## src/rtl/wb_port_arbiter.sv

```systemverilog
// ---------------------------------------------------------------------------
// wb_port_arbiter
//
// Shares the single register-file write port between three writeback
// sources: 0 = ALU result, 1 = load data, 2 = link/PC value. Each source owns
// a one-entry holding buffer. The arbiter picks one full buffer per cycle,
// drives the select of the external 32-bit 3:1 writeback mux and produces the
// register-file write enable and address.
//
// Parameters:
//   DATA_W   width of each buffered write value (matches mux inputs)
//   ADDR_W   register-file address width
//
// Ports:
//   clk            system clock, all state updates on the rising edge
//   rst            synchronous, active-high reset
//   srcN_valid     source N presents a write request          (N = 0,1,2)
//   srcN_addr      destination register for source N
//   srcN_data      write value for source N
//   srcN_ready     buffer N is empty; request accepted on valid & ready
//   bufN_data      buffered value of source N, wired to mux input N
//   mux_sel        writeback mux select; 2'b11 when idle (mux outputs 0)
//   rf_we          register-file write enable
//   rf_waddr       register-file write address (0 when idle)
//   busy           any buffer full or a write in progress
//
// Handshake: a source transfers on every rising edge where srcN_valid and
// srcN_ready are both high. srcN_ready is simply "buffer empty", so a full
// buffer can never be reloaded in the same cycle it is being freed.
//
// Configuration macro:
//   WB_ARB_FIXED_PRIO_EN  defined   -> fixed priority 0 > 1 > 2, no
//                                      round-robin pointer.
//                         undefined -> round-robin (default).
// ---------------------------------------------------------------------------
module wb_port_arbiter #(
    parameter int DATA_W = 32,
    parameter int ADDR_W = 5
) (
    input  logic              clk,
    input  logic              rst,

    input  logic              src0_valid,
    input  logic [ADDR_W-1:0] src0_addr,
    input  logic [DATA_W-1:0] src0_data,
    output logic              src0_ready,

    input  logic              src1_valid,
    input  logic [ADDR_W-1:0] src1_addr,
    input  logic [DATA_W-1:0] src1_data,
    output logic              src1_ready,

    input  logic              src2_valid,
    input  logic [ADDR_W-1:0] src2_addr,
    input  logic [DATA_W-1:0] src2_data,
    output logic              src2_ready,

    output logic [DATA_W-1:0] buf0_data,
    output logic [DATA_W-1:0] buf1_data,
    output logic [DATA_W-1:0] buf2_data,

    output logic [1:0]        mux_sel,
    output logic              rf_we,
    output logic [ADDR_W-1:0] rf_waddr,
    output logic              busy
);

    // -----------------------------------------------------------------------
    // Helpers
    // -----------------------------------------------------------------------

    // Next source index in the ring 0 -> 1 -> 2 -> 0.
    function automatic logic [1:0] ring_next(input logic [1:0] idx);
        logic [1:0] r;
        case (idx)
            2'd0:    r = 2'd1;
            2'd1:    r = 2'd2;
            default: r = 2'd0;
        endcase
        return r;
    endfunction

    // Bit select of a 3-bit vector by a 2-bit index; index 3 reads as 0.
    function automatic logic bit_at(input logic [2:0] v, input logic [1:0] idx);
        logic r;
        case (idx)
            2'd0:    r = v[0];
            2'd1:    r = v[1];
            2'd2:    r = v[2];
            default: r = 1'b0;
        endcase
        return r;
    endfunction

    // -----------------------------------------------------------------------
    // Input gathering
    // -----------------------------------------------------------------------
    logic [2:0]        src_valid;
    logic [ADDR_W-1:0] src_addr [3];
    logic [DATA_W-1:0] src_data [3];

    assign src_valid   = {src2_valid, src1_valid, src0_valid};
    assign src_addr[0] = src0_addr;
    assign src_addr[1] = src1_addr;
    assign src_addr[2] = src2_addr;
    assign src_data[0] = src0_data;
    assign src_data[1] = src1_data;
    assign src_data[2] = src2_data;

    // -----------------------------------------------------------------------
    // State
    // -----------------------------------------------------------------------
    logic [2:0]        full_q;
    logic [2:0]        full_d;
    logic [ADDR_W-1:0] addr_q [3];
    logic [DATA_W-1:0] data_q [3];

    logic              g_valid_q;
    logic [1:0]        g_idx_q;

`ifdef WB_ARB_FIXED_PRIO_EN
`else
    logic [1:0]        last_q;
`endif

    // -----------------------------------------------------------------------
    // Accept / free bookkeeping
    // -----------------------------------------------------------------------
    logic [2:0] accept;
    logic [2:0] gnt_mask;   // one-hot of the buffer being written this cycle
    logic [2:0] cand;

    always_comb begin
        accept   = src_valid & ~full_q;
        gnt_mask = g_valid_q ? (3'b001 << g_idx_q) : 3'b000;

        // The buffer currently on the write port is freed at the next edge,
        // so it must not win again.
        cand     = full_q & ~gnt_mask;

        // Accept and free never hit the same bit: accept needs the buffer
        // empty, free needs it full.
        full_d   = (full_q | accept) & ~gnt_mask;
    end

    // -----------------------------------------------------------------------
    // Winner selection
    // -----------------------------------------------------------------------
    logic       win_valid;
    logic [1:0] win_idx;

`ifdef WB_ARB_FIXED_PRIO_EN
    always_comb begin
        win_valid = |cand;
        win_idx   = 2'd0;
        if (cand[0]) begin
            win_idx = 2'd0;
        end else if (cand[1]) begin
            win_idx = 2'd1;
        end else if (cand[2]) begin
            win_idx = 2'd2;
        end
    end
`else
    logic [1:0] prio1;
    logic [1:0] prio2;

    // Search order: last+1, last+2, then last itself (last+3 mod 3).
    always_comb begin
        prio1     = ring_next(last_q);
        prio2     = ring_next(prio1);
        win_valid = |cand;
        win_idx   = 2'd0;
        if (bit_at(cand, prio1)) begin
            win_idx = prio1;
        end else if (bit_at(cand, prio2)) begin
            win_idx = prio2;
        end else if (bit_at(cand, last_q)) begin
            win_idx = last_q;
        end
    end
`endif

    // -----------------------------------------------------------------------
    // Sequential state
    // -----------------------------------------------------------------------
    always_ff @(posedge clk) begin
        if (rst) begin
            full_q    <= 3'b000;
            g_valid_q <= 1'b0;
            g_idx_q   <= 2'd0;
`ifdef WB_ARB_FIXED_PRIO_EN
`else
            // Source 0 is first in line after reset.
            last_q    <= 2'd2;
`endif
            for (int i = 0; i < 3; i++) begin
                addr_q[i] <= '0;
                data_q[i] <= '0;
            end
        end else begin
            full_q    <= full_d;
            g_valid_q <= win_valid;
            if (win_valid) begin
                g_idx_q <= win_idx;
`ifdef WB_ARB_FIXED_PRIO_EN
`else
                last_q  <= win_idx;
`endif
            end
            // Buffer contents are only written on accept, so they stay
            // stable through the whole write cycle.
            for (int i = 0; i < 3; i++) begin
                if (accept[i]) begin
                    addr_q[i] <= src_addr[i];
                    data_q[i] <= src_data[i];
                end
            end
        end
    end

    // -----------------------------------------------------------------------
    // Outputs
    // -----------------------------------------------------------------------
    logic [ADDR_W-1:0] waddr_sel;

    always_comb begin
        waddr_sel = '0;
        if (g_valid_q) begin
            case (g_idx_q)
                2'd0:    waddr_sel = addr_q[0];
                2'd1:    waddr_sel = addr_q[1];
                2'd2:    waddr_sel = addr_q[2];
                default: waddr_sel = '0;
            endcase
        end
    end

    assign src0_ready = ~full_q[0];
    assign src1_ready = ~full_q[1];
    assign src2_ready = ~full_q[2];

    assign buf0_data  = data_q[0];
    assign buf1_data  = data_q[1];
    assign buf2_data  = data_q[2];

    assign mux_sel    = g_valid_q ? g_idx_q : 2'b11;
    assign rf_we      = g_valid_q;
    assign rf_waddr   = waddr_sel;
    assign busy       = (|full_q) | g_valid_q;

endmodule
```

## config.mk

```make
export PLATFORM = sky130hd
export DESIGN_NAME = wb_port_arbiter
export DESIGN_NICKNAME = d
export VERILOG_FILES = /design/src/rtl/wb_port_arbiter.sv
export SDC_FILE = /design/constraint.sdc
export NUM_CORES = 1
export LEC_CHECK = 0
export ABC_AREA = 1
export CAP_MARGIN = 20
export CELL_PAD_IN_SITES_DETAIL_PLACEMENT = 1
export CELL_PAD_IN_SITES_GLOBAL_PLACEMENT = 2
export CORE_UTILIZATION = 26
export CTS_BUF_LIST = sky130_fd_sc_hd__clkbuf_16
export DETAILED_ROUTE_END_ITERATION = 10
export GPL_TIMING_DRIVEN = 0
export PLACE_DENSITY = 0.93
export SLEW_MARGIN = 20
export SYNTH_ARGS = -nofsm -noshare
export SYNTH_HDL_FRONTEND = slang
export SYNTH_SLANG_ARGS = --single-unit
```

## constraint.sdc

```tcl
create_clock -name clk -period 5.2 [get_ports clk]
set_clock_uncertainty 0.2 [all_clocks]
set_input_delay 0.52 -clock clk [delete_from_list [all_inputs] [get_ports clk]]
set_output_delay 0.52 -clock clk [all_outputs]
set_load 0.01 [all_outputs]
```

==> results.json <==
{
  "fmax_mhz": 335,
  "yosys.area_share.simple_pct": 14.6,
  "die_width_microns": 138,
  "row_count": 49,
  "fin_crit_sh_pct": 57.3,
  "rsz0062_at_grt": "no",
  "grt_antenna_before_repair": 2,
  "numCtsBuffers": 17,
  "power_frac_clock_pct": 41.3,
  "die_h_microns": 138,
  "worst_ep_required_time_ps": 4480,
  "grt_pass1_vias": 4068,
  "multiInputGateArea_sq_um": 764,
  "gp_congestion": 0.802,
  "fp.coreArea_sq_mm": 0.0181,
  "syn_avg_cell_area_sq_um": 10.8,
  "yosysWarningCount": 0,
  "cts_tree": "built",
  "clockBufferDepth": 2,
  "cts-htree-levels": 4,
  "drt_iter0_markers": 161,
  "ys_types": 15,
  "vias_per_cell": 4.00,
  "wirelength_microns": 13600,
  "power_leakage_nw": 3.85,
  "critical-path-max-stage-delay_ps": 570,
  "final-max-slew-violation-count": 0,
  "hold_buffers": 0,
  "netlist_area_sq_mm": 0.00483,
  "synth_top_area_share_pct": 68.9,
  "path_cells": "inv_1 > nor2_1 > nand2_1 > nand3_1 > nand2_1 > inv_1 > clkdlybuf4s50_1",
  "p_comb_share_pct": 18.2,
  "clkSinkCount": 118,
  "netSwitchingPower_uw": 713,
  "cp_max_fo": 7,
  "post-cts-setup-buffers": 0,
  "synth_top_family_by_area": "simple AND/OR/NAND/NOR gates",
  "pin_count": 224,
  "grt_usage_pct": 14.9,
  "cp.arrival_ps": 2260,
  "synth-xor-area-share_pct": 0,
  "final-setup-viol-count": 0,
  "worstSetupPathType": "reg -> out",
  "syn_inst": 446,
  "post_dp_cell_area_sq_mm": 0.00742,
  "slowest_stage": "clkdlybuf4s50_1",
  "avgRoutedWirePerCell_microns": 14.6,
  "clk_pin_slew_ps": 60,
  "synth_top_area_cell": "edfxtp_1",
  "swShare_pct": 24.1,
  "hold_path_class": "reg -> reg",
  "area_growth_pct": 66.2,
  "cap_violations": 0,
  "vdd_drop_max_v": 0.000252,
  "fin_crit_ps": 2980,
  "whs_ps": 388,
  "ant_nets": 0,
  "synthAdderAreaFrac_pct": 0,
  "cp-start-kind": "flip-flop",
  "fin_ws_ps": 2220,
  "final_nets": 807,
  "grt_max_degree": 30,
  "hold_violations": 0,
  "synth.area.top_cells": "edfxtp_1 (69%), nand2_1 (12%), inv_1 (9.5%)",
  "instances_no_fill": 933,
  "seq_power_share_pct": 40.5,
  "worst_pin_slew_ps": 466,
  "pwr_density_cell_mw_per_mm2": 368,
  "crit_family": "buffers and inverters",
  "num_vias": 3735,
  "mostFrequentLayoutCells": "clkdlybuf4s50_1 (223), nand2_1 (146), inv_1 (124), edfxtp_1 (111), clkbuf_16 (17)",
  "dp.cells": 901,
  "first_pass_iters": 7,
  "ys_ff_latch": 118,
  "clock_tree.root_cell": "clkbuf_16",
  "port_buffers": 223,
  "final_common_cell": "clkdlybuf4s50_1",
  "initial_core_util_pct": 26.7,
  "dp_slack_ps": 2560,
  "maxSlewHeadroom_pct": 68.8,
  "regArea_sq_mm": 0.00347,
  "outcome": "finished with violations",
  "synth_fp_nets": 562,
  "drive_above_1_share_pct": 7.53,
  "final_area_sq_mm": 0.00803,
  "diodes": 0,
  "p_int_mw": 2.24,
  "crit_path_end_kind": "output port",
  "failed_checks": "design-rule violations",
  "hpwl_microns": 10500,
  "grt_pass1_wl_microns": 21600,
  "clock_latency_ps": 400,
  "fill_cells": 1972,
  "route.detailed.drc": 22,
  "critical_path_buf_inv_count": 3,
  "cts-resized-gates": 0,
  "ys_seq_area_share_pct": 71.8,
  "synth_compound_area_share_pct": 1.04,
  "setup_tns_ps": 0,
  "synth_mux_area_share_pct": 0,
  "die-area_sq_mm": 0.0191,
  "grt_overflow": 0
}
[cells in the mapped netlist, drive strengths merged]
master and instances:
nand2 149, inv 127, edfxtp 111, nand3 14, nor2 14, buf 13
dfxtp 7, nand4 4, o21ai 4, a21oi 1, o2111ai 1, o211ai 1
[state kept, by name, summed over array words and instances (netlist names)]
register / flops
data_q: 96
addr_q: 15
full_q: 3
g_idx_q: 2
last_q: 1
rf_we: 1
[through the flow]
step                total power, mW  utilization (%)
floorplan                      1.43                -
global placement               1.74             40.7
detailed placement             1.77             41.0
CTS                            3.01             44.4
global route                   3.08             44.4
finish                         2.96             44.4
[power groups by stage]
stage	clock, mW	sequential [mW]	combinational (mW)
after global placement	0	1.21	0.530
after floorplan	0	1.25	0.173
after global routing	1.29	1.21	0.591
final	1.22	1.20	0.539
after CTS	1.26	1.20	0.553
after detailed placement	0	1.22	0.550
[metal layers]
metal / GRT usage [%] / up-vias / routed length, microns
met1: 15.0 / 1728 / 5070
met3: 6.75 / 18 / 1170
met2: 26.6 / 135 / 7160
met4: 6.27 / 2 / 231
met5: 0 / - / 13
li1: - / 1852 / -
[logic make-up after synthesis]
logic type | Yosys count
AO/OA/AOI/OAI | 7
buffers and inverters | 140
flip-flops | 118
AND/OR/NAND/NOR | 181
[final cells by class]
cell class | count | share of cell area, %
Clock inverter | 15 | 2.34
Inverter | 127 | 5.93
Multi-Input combinational cell | 188 | 9.52
Tap cell | 229 | 3.57
Sequential cell | 118 | 43.2
Timing Repair Buffer | 226 | 28.5
Buffer | 13 | 1.59
Clock buffer | 17 | 5.30
[worst min-delay path: cells and delay by family, from the launching register on]
family,cells,cell delay [ps]
AO/OA/AOI/OAI,1,170
flip-flops,1,330
AND/OR/NAND/NOR,1,50
[worst paths after layout]
| kind | from | endpoint | slack [ps] | depth (start not counted) |
|---|---|---|---|---|
| worst max-delay path | g_idx_q[0] | rf_waddr[3] | 2220 | 7 |
| worst min-delay path | full_q[0] | full_q[0] | 390 | 2 |
| worst max register to register | full_q[0] | data_q[0][31] | 3480 | 4 |
| worst min register to register | full_q[0] | full_q[0] | 390 | 2 |
Power figures use the tool's default switching activity.
==> RTL edit 1 (same flow settings) <==
Set the parameter `ADDR_W` to 6 (it was 5).
--- a/src/rtl/wb_port_arbiter.sv
+++ b/src/rtl/wb_port_arbiter.sv
@@ -35,7 +35,7 @@
 // ---------------------------------------------------------------------------
 module wb_port_arbiter #(
     parameter int DATA_W = 32,
-    parameter int ADDR_W = 5
+    parameter int ADDR_W = 6
 ) (
     input  logic              clk,
     input  logic              rst,
Ports: changed (resized rf_waddr, src0_addr, src1_addr and src2_addr); port bits go from 224 to 228. The function was not compared with the original's and may differ.
==> RTL edit 1 against the original RTL <==
- sequential share of layout area rose by 0.60 points
- synthesized area rose by 2.6%
- final area increased by 1.2%
- final cell count grew 2.7%
- sequential cell count increased by 3
- total power decreased by 3.3%
- register-to-register slack worse by 0.07 ns
- worst setup slack got worse by 0.073 ns
- routed wire length rose by 3.8%
- critical endpoint is now rf_waddr[1]
==> RTL edit 1: results (changes against the original RTL) <==
The placed cell area was 7580 µm² (was 7420 µm²). The ratio of routed vias to standard cells is 4.03 (was 4.00). The class of the tightest hold or removal check is input port to register (was register to register).

The total routed wire length on the met1 layer is 5.51 mm (was 5.07 mm). The fraction of the mapped netlist area in compound gates came out at 1.49% (was 1.04%). The length in cells of the worst reg-to-reg path came to 7 (was 4).

The number of global-route vias before repair is 4073 (was 4068). The length of routed met3 wiring came out at 931 µm (was 1.17 mm). The initial antenna violation count is 1 (was 2). The share of the yosys chip area belonging to registers is 71.9% (was 71.8%).

The global-route total usage across every layer came out at 15.1% (was 14.9%). Synth cell count leaders: 156 x sky130_fd_sc_hd__nand2_1, 114 x sky130_fd_sc_hd__edfxtp_1, 97 x sky130_fd_sc_hd__inv_1, 34 x sky130_fd_sc_hd__inv_2, 15 x sky130_fd_sc_hd__nand3_1 (was 149 x sky130_fd_sc_hd__nand2_1, 123 x sky130_fd_sc_hd__inv_1, 111 x sky130_fd_sc_hd__edfxtp_1, 14 x sky130_fd_sc_hd__nand3_1, 14 x sky130_fd_sc_hd__nor2_1). The startpoint of the most critical hold path is rst (was full_q[0]). The setup slack of the worst register-to-register path came out at 3.41 ns (was 3.48 ns).

The launch instance of the worst register-to-register path was full_q[1] (was full_q[0]). The maximum fanout count along the critical path is 6 (was 7). The maximum resistive drop on vdd is 0.217 mV (was 0.252 mV). The number of distinct library cells after synthesis is 21 (was 15). Biggest regs: data_q (96), addr_q (18), full_q (3) (was data_q (96), addr_q (15), full_q (3)).

The reported combinational group power came to 0.000535 W (was 0.000539 W). The count of placed standard cells including taps came out at 925 (was 901). The top layer reached by signal wires is met4 (was met5). The power dissipated by switching net loads came to 0.000701 W (was 0.000713 W). The cell area power density came out at 352 nW/µm² (was 368 nW/µm²). The capturing instance or port of the critical path is rf_waddr[1] (was rf_waddr[3]). The detailed-routed wire length on met2 came to 7.32 mm (was 7.16 mm). The DRC marker count from the first detailed-route iteration was 128 (was 161).

The synthesized netlist cell count was 462 (was 446). The post-route non-filler standard cell count is 958 (was 933). Run status: finished clean (was finished with violations).

The global routing met1 resource utilization came out at 16.2% (was 15.0%). The maximum number of pins on one net before global-route repair is 32 (was 30). The net total in the final layout was 829 (was 807). The global routing met2 resource utilization came out at 26.1% (was 26.6%). The fraction of layout instances using a drive strength above 1 is 11.5% (was 7.53%). The detailed placement HPWL is 10.8 mm (was 10.5 mm).

The clock group share of total power is 38.5% (was 41.3%).
-- RTL edit 1: changes by cell type after synthesis, sizes merged, moves of 2 or more --
cell and delta:
nand3 +2, inv +4, nand2 +7, edfxtp +3, a21oi +2, nand4 -4
-- RTL edit 1: per-stage QoR --
| step | worst slack (ns) | hold WS [ns] |
|---|---|---|
| finish | 2.14 | 0.152 |
| global placement | 2.03 | 0.321 |
| global route | 1.96 | 0.151 |
| detailed placement | 2.52 | 0.326 |
| CTS | 2.05 | 0.127 |
| floorplan | 2.91 | 0.296 |
-- RTL edit 1: cell type report --
class                      instances  area, µm²
antenna                            2       5.00
timing repair buffer             229       2320
inverter                         131        492
clock buffer                      17        425
clock inverter                    14        118
sequential                       121       3560
tap                              234        293
fill                            2060      10600
multi-input combinational        196        811
buffer                            14        100
-- RTL edit 1: worst max-delay path, delay by kind of cell, from the launching register on --
kind | cells | cell delay, ns
buffers and inverters | 3 | 0.77
AND/OR/NAND/NOR | 4 | 0.66
flip-flops | 1 | 0.49
==> RTL edit 2 (same settings) <==
Without the edit above. Build with the macro `WB_ARB_FIXED_PRIO_EN` defined.
--- a/src/rtl/wb_port_arbiter.sv
+++ b/src/rtl/wb_port_arbiter.sv
@@ -33,6 +33,8 @@
 //                                      round-robin pointer.
 //                         undefined -> round-robin (default).
 // ---------------------------------------------------------------------------
+`define WB_ARB_FIXED_PRIO_EN
+
 module wb_port_arbiter #(
     parameter int DATA_W = 32,
     parameter int ADDR_W = 5
Function: changed (a bounded check fails within 4 cycles, from zero or initial values and one cycle with rst high).
==> RTL edit 2 against the original RTL <==
- synthesized area down 1.2%
- worst setup slack better by 0.16 ns
- total power down 3.1%
- synthesized cell count down 5.2%
- fmax up 5.8%
- routed wire length down 3.1%
- utilization down 0.080 points
- sequential cell count down 1
- largest cell class unchanged
- final area down 0.86%
- register-to-register slack better by 0.09 ns
==> RTL edit 2: results (changes against the original RTL) <==
The average instance area after synthesis is 11.3 µm² (was 10.8 µm²). The share of the yosys chip area belonging to registers is 72.3% (was 71.8%). The initial antenna violation count was 4 (was 2). The mean routed wirelength per cell is 14.5 µm (was 14.6 µm).

The placed cell area came to 7370 µm² (was 7420 µm²). The maximum fanout count along the critical path is 5 (was 7). Run status: finished clean (was finished with violations). The count of placed standard cells including taps was 878 (was 901). The maximum resistive drop on vdd is 0.217 mV (was 0.252 mV). The setup slack of the worst register-to-register path is 3.57 ns (was 3.48 ns). The number of iterations in the first detailed-routing pass came to 4 (was 7). The worst-case headroom to the max-slew limit came out at 70.2% (was 68.8%). The fraction of the mapped netlist area in compound gates came to 0.524% (was 1.04%).

The arrival time of data at the critical path endpoint is 2.10 ns (was 2.26 ns). The post-route worst setup slack is 2.38 ns (was 2.22 ns). The delay of the slowest cell on the worst path came out at 0.53 ns (was 0.57 ns).

The global-route total usage across every layer came out at 14.6% (was 14.9%). The DRC marker count from the first detailed-route iteration is 130 (was 161). The number of global-route vias before repair came out at 3618 (was 4068).

Synth cell count leaders: 134 x sky130_fd_sc_hd__nand2_1, 111 x sky130_fd_sc_hd__edfxtp_1, 96 x sky130_fd_sc_hd__inv_2, 27 x sky130_fd_sc_hd__inv_1, 10 x sky130_fd_sc_hd__nand2_2 (was 149 x sky130_fd_sc_hd__nand2_1, 123 x sky130_fd_sc_hd__inv_1, 111 x sky130_fd_sc_hd__edfxtp_1, 14 x sky130_fd_sc_hd__nand3_1, 14 x sky130_fd_sc_hd__nor2_1). The number of vias in the routed layout was 3588 (was 3735). The ratio of routed vias to standard cells is 3.95 (was 4.00). The fraction of layout instances using a drive strength above 1 was 22.6% (was 7.53%). The post-route core utilization came out at 44.3% (was 44.4%). The smallest hold slack came out at 0.335 ns (was 0.388 ns). The final RePlAce weighted congestion came to 0.751 (was 0.802). The number of nets in the synthesized netlist came out at 539 (was 562).

The detailed placement HPWL came to 10.2 mm (was 10.5 mm).
-- RTL edit 2: per-layer routing --
layer  vias up  global-route usage, %  part of all wire, %
li1       1768                      -                    -
met1      1667                   16.1                   38
met2       121                   24.4                   52
met3        26                   6.29                  7.7
met4         6                   5.98                  2.1
met5         -                      0                 0.26
-- RTL edit 2: critical path: cells and delay by family (launching register included) --
family / cells / cell delay, ns
flip-flops: 1 / 0.42
buffers and inverters: 3 / 0.67
AND/OR/NAND/NOR: 4 / 0.60
-- RTL edit 2: path summary, 6_finish.rpt --
path                         to       start
hold / removal       g_idx_q[0]  g_idx_q[0]
hold reg to reg      g_idx_q[0]  g_idx_q[0]
setup / recovery    rf_waddr[0]  g_idx_q[0]
setup reg to reg  data_q[0][15]   full_q[0]
-- RTL edit 2: area by class of cell --
| cell class | instances | area (µm²) | share of cell area (%) |
|---|---|---|---|
| Buffer | 13 | 156 | 1.96 |
| Clock buffer | 17 | 425 | 5.34 |
| Clock inverter | 14 | 169 | 2.12 |
| Inverter | 123 | 462 | 5.80 |
| Multi-Input combinational cell | 170 | 713 | 8.95 |
| Sequential cell | 117 | 3450 | 43.4 |
| Tap cell | 229 | 287 | 3.60 |
| Timing Repair Buffer | 226 | 2300 | 28.9 |
-- RTL edit 2: power by group --
| part | switching, W | internal (W) | total, W |
|---|---|---|---|
| logic | 0.000225 | 0.000273 | 0.000499 |
| clock network | 0.000407 | 0.000786 | 0.00119 |
| registers | 0.0000273 | 0.00114 | 0.00117 |
| total | 0.000660 | 0.00220 | 0.00286 |
-- RTL edit 2: logic make-up (layout without fill, tap and decap cells) --
| kind of cell | Yosys count | after routing |
|---|---|---|
| simple gates | 165 | 165 |
| compound gates | 5 | 5 |
| buf+inv | 136 | 393 |
| flops | 117 | 117 |
